==> src/rtl/io_bus_pkg.sv <==
`default_nettype none
// ============================================================================
// Module      : io_bus_pkg
// Description : Shared definitions for the DMA IO bus initiator: op codes,
//               FSM state encoding, IO register addresses and the RMW helper.
// Revision    : 1.0 - initial release
// ============================================================================
package io_bus_pkg;

    localparam int ADR_W  = 14;
    localparam int DATA_W = 32;

    localparam logic [1:0] OP_WR  = 2'd0;
    localparam logic [1:0] OP_RD  = 2'd1;
    localparam logic [1:0] OP_SET = 2'd2;
    localparam logic [1:0] OP_CLR = 2'd3;

    typedef enum logic [2:0] {
        ST_IDLE    = 3'd0,
        ST_WR      = 3'd1,
        ST_RD_ADR  = 3'd2,
        ST_RD_DATA = 3'd3,
        ST_WB      = 3'd4,
        ST_RSP     = 3'd5
    } state_t;

    localparam logic [ADR_W-1:0] SYS_LED_IO   = 14'h3F80;
    localparam logic [ADR_W-1:0] SYS_GPI_IN   = 14'h3F81;
    localparam logic [ADR_W-1:0] SYS_GPIO_OUT = 14'h3F84;
    localparam logic [ADR_W-1:0] SYS_GPIO_IN  = 14'h3F85;
    localparam logic [ADR_W-1:0] SYS_GPIO_EN  = 14'h3F86;

    // Modified value for the write-back half of a bit-set / bit-clear.
    function automatic logic [DATA_W-1:0] rmw_value(
        input logic [1:0]        op,
        input logic [DATA_W-1:0] old_val,
        input logic [DATA_W-1:0] mask
    );
        if (op == OP_SET) begin
            return old_val | mask;
        end
        return old_val & ~mask;
    endfunction

endpackage
`default_nettype wire

==> src/rtl/io_bus_master.sv <==
`default_nettype none
// ============================================================================
// Module      : io_bus_master
// Description : Single-beat initiator for the word-addressed DMA IO bus.
//               Handles write, read, and atomic bit-set / bit-clear (RMW).
// Revision    : 1.0 - initial release
// ============================================================================
module io_bus_master
    import io_bus_pkg::*;
(
    input  logic              clk,
    input  logic              rst_n,
    input  logic              req_valid,
    output logic              req_ready,
    input  logic [1:0]        req_op,
    input  logic [ADR_W-1:0]  req_adr,
    input  logic [DATA_W-1:0] req_wdata,
    output logic              rsp_valid,
    input  logic              rsp_ready,
    output logic [DATA_W-1:0] rsp_rdata,
    output logic              dma_io_we,
    output logic [ADR_W-1:0]  dma_io_wadr,
    output logic [DATA_W-1:0] dma_io_wdata,
    output logic [ADR_W-1:0]  dma_io_radr,
    output logic              dma_io_radr_en,
    input  logic [DATA_W-1:0] dma_io_rdata
);

    state_t              r_state;
    state_t              w_next;
    logic [1:0]          r_op;
    logic [ADR_W-1:0]    r_adr;
    logic [DATA_W-1:0]   r_wdata;
    logic                w_accept;

    assign req_ready = (r_state == ST_IDLE);
    assign rsp_valid = (r_state == ST_RSP);
    assign w_accept  = req_valid & req_ready;

    // State register.
    always_ff @(posedge clk or negedge rst_n) begin
        if (!rst_n) begin
            r_state <= ST_IDLE;
        end else begin
            r_state <= w_next;
        end
    end

    // Next-state sequencing for one bus transaction.
    always_comb begin
        w_next = r_state;
        case (r_state)
            ST_IDLE: begin
                if (w_accept) begin
                    w_next = (req_op == OP_WR) ? ST_WR : ST_RD_ADR;
                end
            end
            ST_WR:      w_next = ST_RSP;
            ST_RD_ADR:  w_next = ST_RD_DATA;
            ST_RD_DATA: w_next = (r_op == OP_RD) ? ST_RSP : ST_WB;
            ST_WB:      w_next = ST_RSP;
            ST_RSP: begin
                if (rsp_ready) begin
                    w_next = ST_IDLE;
                end
            end
            default:    w_next = ST_IDLE;
        endcase
    end

    // Request capture and registered bus outputs; strobes are loaded one
    // cycle ahead so they line up with the WR / RD_ADR / WB states.
    always_ff @(posedge clk or negedge rst_n) begin
        if (!rst_n) begin
            r_op           <= OP_WR;
            r_adr          <= '0;
            r_wdata        <= '0;
            rsp_rdata      <= '0;
            dma_io_we      <= 1'b0;
            dma_io_wadr    <= '0;
            dma_io_wdata   <= '0;
            dma_io_radr    <= '0;
            dma_io_radr_en <= 1'b0;
        end else begin
            dma_io_we      <= 1'b0;
            dma_io_radr_en <= 1'b0;
            case (r_state)
                ST_IDLE: begin
                    if (w_accept) begin
                        r_op    <= req_op;
                        r_adr   <= req_adr;
                        r_wdata <= req_wdata;
                        if (req_op == OP_WR) begin
                            dma_io_we    <= 1'b1;
                            dma_io_wadr  <= req_adr;
                            dma_io_wdata <= req_wdata;
                        end else begin
                            dma_io_radr_en <= 1'b1;
                            dma_io_radr    <= req_adr;
                        end
                    end
                end
                ST_WR: begin
                    rsp_rdata <= '0;
                end
                ST_RD_DATA: begin
                    rsp_rdata <= dma_io_rdata;
                    if (r_op != OP_RD) begin
                        // Modify from the live bus data: it is the value
                        // being captured into rsp_rdata this same cycle.
                        dma_io_we    <= 1'b1;
                        dma_io_wadr  <= r_adr;
                        dma_io_wdata <= rmw_value(r_op, dma_io_rdata, r_wdata);
                    end
                end
                default: ;
            endcase
        end
    end

endmodule
`default_nettype wire
==> config.mk <==
export PLATFORM = sky130hd
export DESIGN_NAME = io_bus_master
export DESIGN_NICKNAME = d
export VERILOG_FILES = /design/src/rtl/io_bus_pkg.sv /design/src/rtl/io_bus_master.sv
export SDC_FILE = /design/constraint.sdc
export NUM_CORES = 1
export LEC_CHECK = 0
export CORE_ASPECT_RATIO = 1.4
export CORE_UTILIZATION = 45
export DETAILED_ROUTE_END_ITERATION = 8
export PLACE_DENSITY = 0.78
export SLEW_MARGIN = 10
export SYNTH_ARGS = -nofsm -noshare
export SYNTH_HDL_FRONTEND = slang
export SYNTH_SLANG_ARGS = --single-unit
==> constraint.sdc <==
create_clock -name clk -period 2 [get_ports clk]
set_clock_uncertainty 0.1 [all_clocks]
set_input_delay 0.5 -clock clk [delete_from_list [all_inputs] [get_ports clk]]
set_output_delay 0.5 -clock clk [all_outputs]
set_load 0.03 [all_outputs]
# --- Word level (Yosys, flattened, before mapping) ---
# Index checks and enable logic that the tools add are counted.
# W data, S select, Z words.
totals:
  ff_bits: 145
  latch_bits: 0
  mem_bits_rw: 0
  romBits: 0
  input_bits: 84
  out_inout_bits: 96
  word_cells: 62
  n_memories: 0
op_classes:
  add_sub_neg: 0
  multipliers: 0
  div: 0
  order_cmp: 0
  n_eq_ne: 12
  shift: 0
  muxes: 26
  n_bitwise: 5
  n_reduce_logical: 9
ops:
  columns: ["op", "count"]
  rows:
  - ["$mux W32", 5]
  - ["$pmux W32 S2", 2]
  - ["$mux W14", 3]
  - ["$and A32 B32 Y32", 1]
  - ["$not A32 Y32", 1]
  - ["$or A32 B32 Y32", 1]
  - ["$pmux W14 S2", 1]
  - ["$pmux W3 S5", 1]
  - ["$mux W1", 10]
  - ["$ne A2 B1 Y1 const B", 4]
  - ["$eq A3 B2 Y1 const B", 2]
  - ["$eq A3 B3 Y1 const B", 2]
  - ["$mux W3", 2]
  - ["$reduce_and A2 Y1", 2]
  - ["$reduce_and A4 Y1", 1]
  - ["$reduce_bool A2 Y1", 2]
  - ["$eq A3 B1 Y1 const B", 1]
  - ["$logic_not A3 Y1", 1]
  - ["$reduce_and A3 Y1", 1]
  - ["$eq A2 B1 Y1 const B", 1]
  - ["$eq A2 B2 Y1 const B", 1]
  - ["$logic_not A2 Y1", 1]
  - ["$mux W2", 1]
  - ["$ne A2 B2 Y1 const B", 1]
  - ["other kinds (4)", 4]

# --- Longest topological paths before layout ---
depth:
  ltp_word: 7
  ltp_mapped: 7
  depth_no_buf: 4

# --- Worst setup path before layout ---
# OpenSTA, ideal clock, no wires.
synth_path:
  kind: "register -> register"
  start: "reg r_state[0]"
  end: "reg r_state[0]"
  setup_ps: 131
  arrival_ps: 1685
  required_ps: 1769
  slack_ps: 84
  stages_incl_launch_ff: 6
  n_path_buf: 1
  synth_period_minus_slack_ps: 1916
  path_cell_list: "dfrtp_1 > buf_2 > nor3_1 > nand2_1 > a32oi_1 > o32ai_1"
synth_via:
  elab_chain_cells: 4
  word_cells_on_any_way: 12
  cone_classes: "7 x eq/ne; 1 x mux; 1 x bitwise; 3 x reduce/logical"
synth_rtl:
  columns: ["item", "line", "source"]
  rows:
  - ["start: declaration", "io_bus_master.sv:29", "state_t r_state;"]
  - ["start signal: assignment", "io_bus_master.sv:45", "r_state <= w_next;"]
  - ["$logic_not A3 Y1 *", "io_bus_master.sv:36", "assign req_ready = (r_state == ST_IDLE);"]
  - ["via req_ready", "io_bus_master.sv:14", "output logic req_ready,"]
  - ["$and A1 B1 Y1", "io_bus_master.sv:38", "assign w_accept = req_valid & req_ready;"]
  - ["$ne A2 B1 Y1 (no line)", null, null]
  - ["$reduce_and A2 Y1 (no line)", null, null]
# The timed path passes the listed nets; every way through them passes the cells marked *.
# A chain may end at the register's enable or synchronous reset.

# --- Worst setup path in the final report ---
layout_path:
  start: "reg r_state[2]"
  end: "out req_ready"
layout_via:
  elab_chain_cells: 1
layout_rtl:
  columns: ["item", "line"]
  rows:
  - ["$logic_not A3 Y1", "io_bus_master.sv:36"]
  - ["end: declaration", "io_bus_master.sv:14"]
# Every way passes these cells.

==> flow_summary.yaml <==
cts:
  clock-sinks: 145
  cts_tree: "done"
  cts_root_buf: "clkbuf_16"
  worst_skew_pair.late_latency_ps: 410
  htreeDepth: 4
  clkSlewWorstSetupHoldPaths_ps: 60
  cts_buffers: 17
  clk_path_buf_depth: 2
global_routing:
  met3_usage: 0.0580
  use_met2: 0.421
  grt_max_degree: 61
  grt_remaining_overflow: 0
  grt.total_usage: 0.241
  grt_util_met1: 0.281
  grt_pass1_vias: 4927
  antenna_found_initial: 0
  grt_pass1_wl_um: 25900
  busiest_layer: "met2"
sta:
  fin_ws_ps: -1.56
  whs_ps: 380
  slew_viol_final: 0
  hold_viol_final: 0
  tightest_slew_ps: 560
  clock.fmax_mhz: 500
  period_minus_slack_ps: 2000
  setup_viol: 1
  fin_crit_sh: 1.00
  setup_tns_ps: -1.56
  rsz0062_at_grt: "true"
  slew_headroom: 0.626
detailed_routing:
  remaining_drc_errors: 0
  drt_iter0_markers: 225
  routedWlPerCell_um: 19.2
  vias: 4679
  wirelength_um: 16800
  ant_nets: 0
  via_per_inst: 5.36
  drt_first_pass_iters: 5
synth:
  ys_ff_latch: 145
  netlist_instances: 484
  synthDistinctLibCells: 27
  synth_area_mm2: 0.00618
  seq_area_frac_synth: 0.587
  syn-num-nets: 568
  syn_area_per_cell_um2: 12.8
  ys_warn_count: 0
worst_setup_path:
  startpoint: "r_state[2]$_DFFE_PN0P_"
  crit_fanout: 5
  reg2reg_slack_ps: 50
  critPathArrivalTime_ps: 1400
  cp.required_ps: 1400
  r2r_cells: 8
  cp-end-kind: "primary output"
  worstSetupPathType: "reg -> out"
  r2r_start: "r_state[0]$_DFFE_PN0P_"
  r2r-end: "dma_io_wadr[13]$_DFFE_PN0P_"
  startpoint_type: "flip-flop"
  cp-endpoint: "req_ready"
hold_path:
  min_path_type: "reg -> reg"
pwr:
  peakVddDrop_uv: 849
  swShare: 0.386
  total_power_mw: 14.6
  p_seq_frac: 0.353
  powerDensity_mw_per_mm2: 1630
  combinationalPowerShare: 0.434
  internal_power_mw: 8.94
  clkPwrFrac: 0.213
  power_switching_mw: 5.63
  leakage_nw: 4.14
layout:
  fin_area_mm2: 0.00894
  final_common_cell: "dfrtp_1"
  most-common-layout-cells: "dfrtp_1 (144), dlygate4sd2_1 (93), mux2_2 (84)"
  stdcell_count: 873
  area_growth_pct: 44.6
  fillCellCount: 1060
  num-nets-final: 761
  drive_above_1_share: 0.226
floorplan:
  dieArea_mm2: 0.0142
  ios: 180
  rows: 50
  coreArea_mm2: 0.0134
  initial_utilization: 0.462
  die_w_um: 101
  die_h_um: 141
placement:
  portBuffers: 179
  finalWeightedCongestion: 0.771
  place_inst: 832
  placed_area_mm2: 0.00832
  dp_hpwl_um: 11200
status:
  outcome: "finished, violations left"
  violations: "negative setup slack"
run:
  max_cap_violations: 0
[final cells by class]
class	count	area (um2)	area share
clock inverter	11	130	0.0146
sequential	145	3630	0.406
tap	182	228	0.0255
inverter	1	3.75	0.000420
clock buffer	21	450	0.0504
antenna	1	2.50	0.000280
timing repair buffer	209	2080	0.233
multi-input combinational	303	2410	0.270
[synthesized netlist by cell type]
library cell,count,share of area
dfrtp_1,145,0.59
nand2_1,64,0.039
mux2_1,11,0.020
mux2_2,84,0.15
and2_1,1,0.0010
clkbuf_1,13,0.0079
nor2_1,17,0.010
nor3_1,2,0.0016
mux2i_1,32,0.052
buf_4,5,0.0061
buf_6,3,0.0055
nand2b_1,1,0.0010
or2_2,1,0.0010
a32oi_1,1,0.0014
o2bb2ai_2,1,0.0024
buf_2,14,0.011
nor4b_4,1,0.0038
o21ai_0,33,0.027
or4_1,1,0.0012
inv_1,1,0.00061
a31oi_1,14,0.014
a21oi_1,2,0.0016
nor2b_1,2,0.0020
a22o_1,32,0.045
o32ai_1,1,0.0014
nand3b_2,1,0.0018
buf_1,1,0.00061
[per-stage QoR]
| step | worst slack (ps) | util |
|---|---|---|
| after floorplan | 84.4 | - |
| after global placement | -291 | 0.621 |
| after detailed placement | -364 | 0.621 |
| after CTS | 6.68 | 0.658 |
| after global routing | -47.0 | 0.667 |
| final | -1.56 | 0.668 |
[timing repair]
action                                  in CTS  in global routing
cloned                                       0                  4
gates resized for setup                     96                  7
endpoints found under the setup margin      95                 14
hold buffers                                 1                  0
pin swaps                                    0                  3
setup buffers                                1                  2
hold endpoints to repair                    14                  0
[worst max-delay path: stages, from the launching register on]
cell	delay, ps
dfrtp_2	440
buf_4	160
nor3_4	230
buf_6	170
[flip-flops by register name (all words and copies together) (netlist names)]
name and cells:
dma_io_radr 14, dma_io_radr_en 1, dma_io_wadr 14, dma_io_wdata 32, dma_io_we 1, r_adr 14
r_op 2, r_state 3, r_wdata 32, rsp_rdata 32
[kinds of logic (layout without fill, tap and decap cells)]
| kind of cell | Yosys count | in the layout | synth area share |
|---|---|---|---|
| and+or+nand+nor | 91 | 92 | 0.0628 |
| AOI/OAI and AO/OA | 84 | 84 | 0.0931 |
| other | 0 | 1 | 0 |
| buffers and inverters | 37 | 242 | 0.0320 |
| muxes | 127 | 127 | 0.225 |
| DFF | 145 | 145 | 0.587 |
[power by group through the flow]
stage / sequential, mW / combinational, mW / clock [mW]
detailed placement: 5.19 / 6.75 / 0
global placement: 5.10 / 6.55 / 0
CTS: 5.13 / 6.21 / 3.15
floorplan: 6.70 / 2.35 / 0
finish: 5.14 / 6.33 / 3.11
global route: 5.31 / 6.69 / 3.27
[worst min path at each step]
| stage | depth (start not counted) | slack, ps | start | endpoint |
|---|---|---|---|---|
| after floorplan | 0 | 100 | rst_n | dma_io_radr[0]$_DFFE_PN0P_ |
| after global placement | 1 | 250 | rst_n | dma_io_radr[7]$_DFFE_PN0P_ |
| after detailed placement | 1 | 250 | rst_n | dma_io_radr[7]$_DFFE_PN0P_ |
| after CTS | 1 | 380 | dma_io_radr[8]$_DFFE_PN0P_ | dma_io_radr[8]$_DFFE_PN0P_ |
| after global routing | 1 | 390 | dma_io_radr[4]$_DFFE_PN0P_ | dma_io_radr[4]$_DFFE_PN0P_ |
| final | 1 | 380 | dma_io_radr[8]$_DFFE_PN0P_ | dma_io_radr[8]$_DFFE_PN0P_ |
[per-layer routing]
layer	part of all wire	routed length (um)
met1	0.39	6610
met2	0.53	8940
met3	0.049	823
met4	0.025	414
met5	0	0
Note: power is estimated with default switching activity, not from simulation.
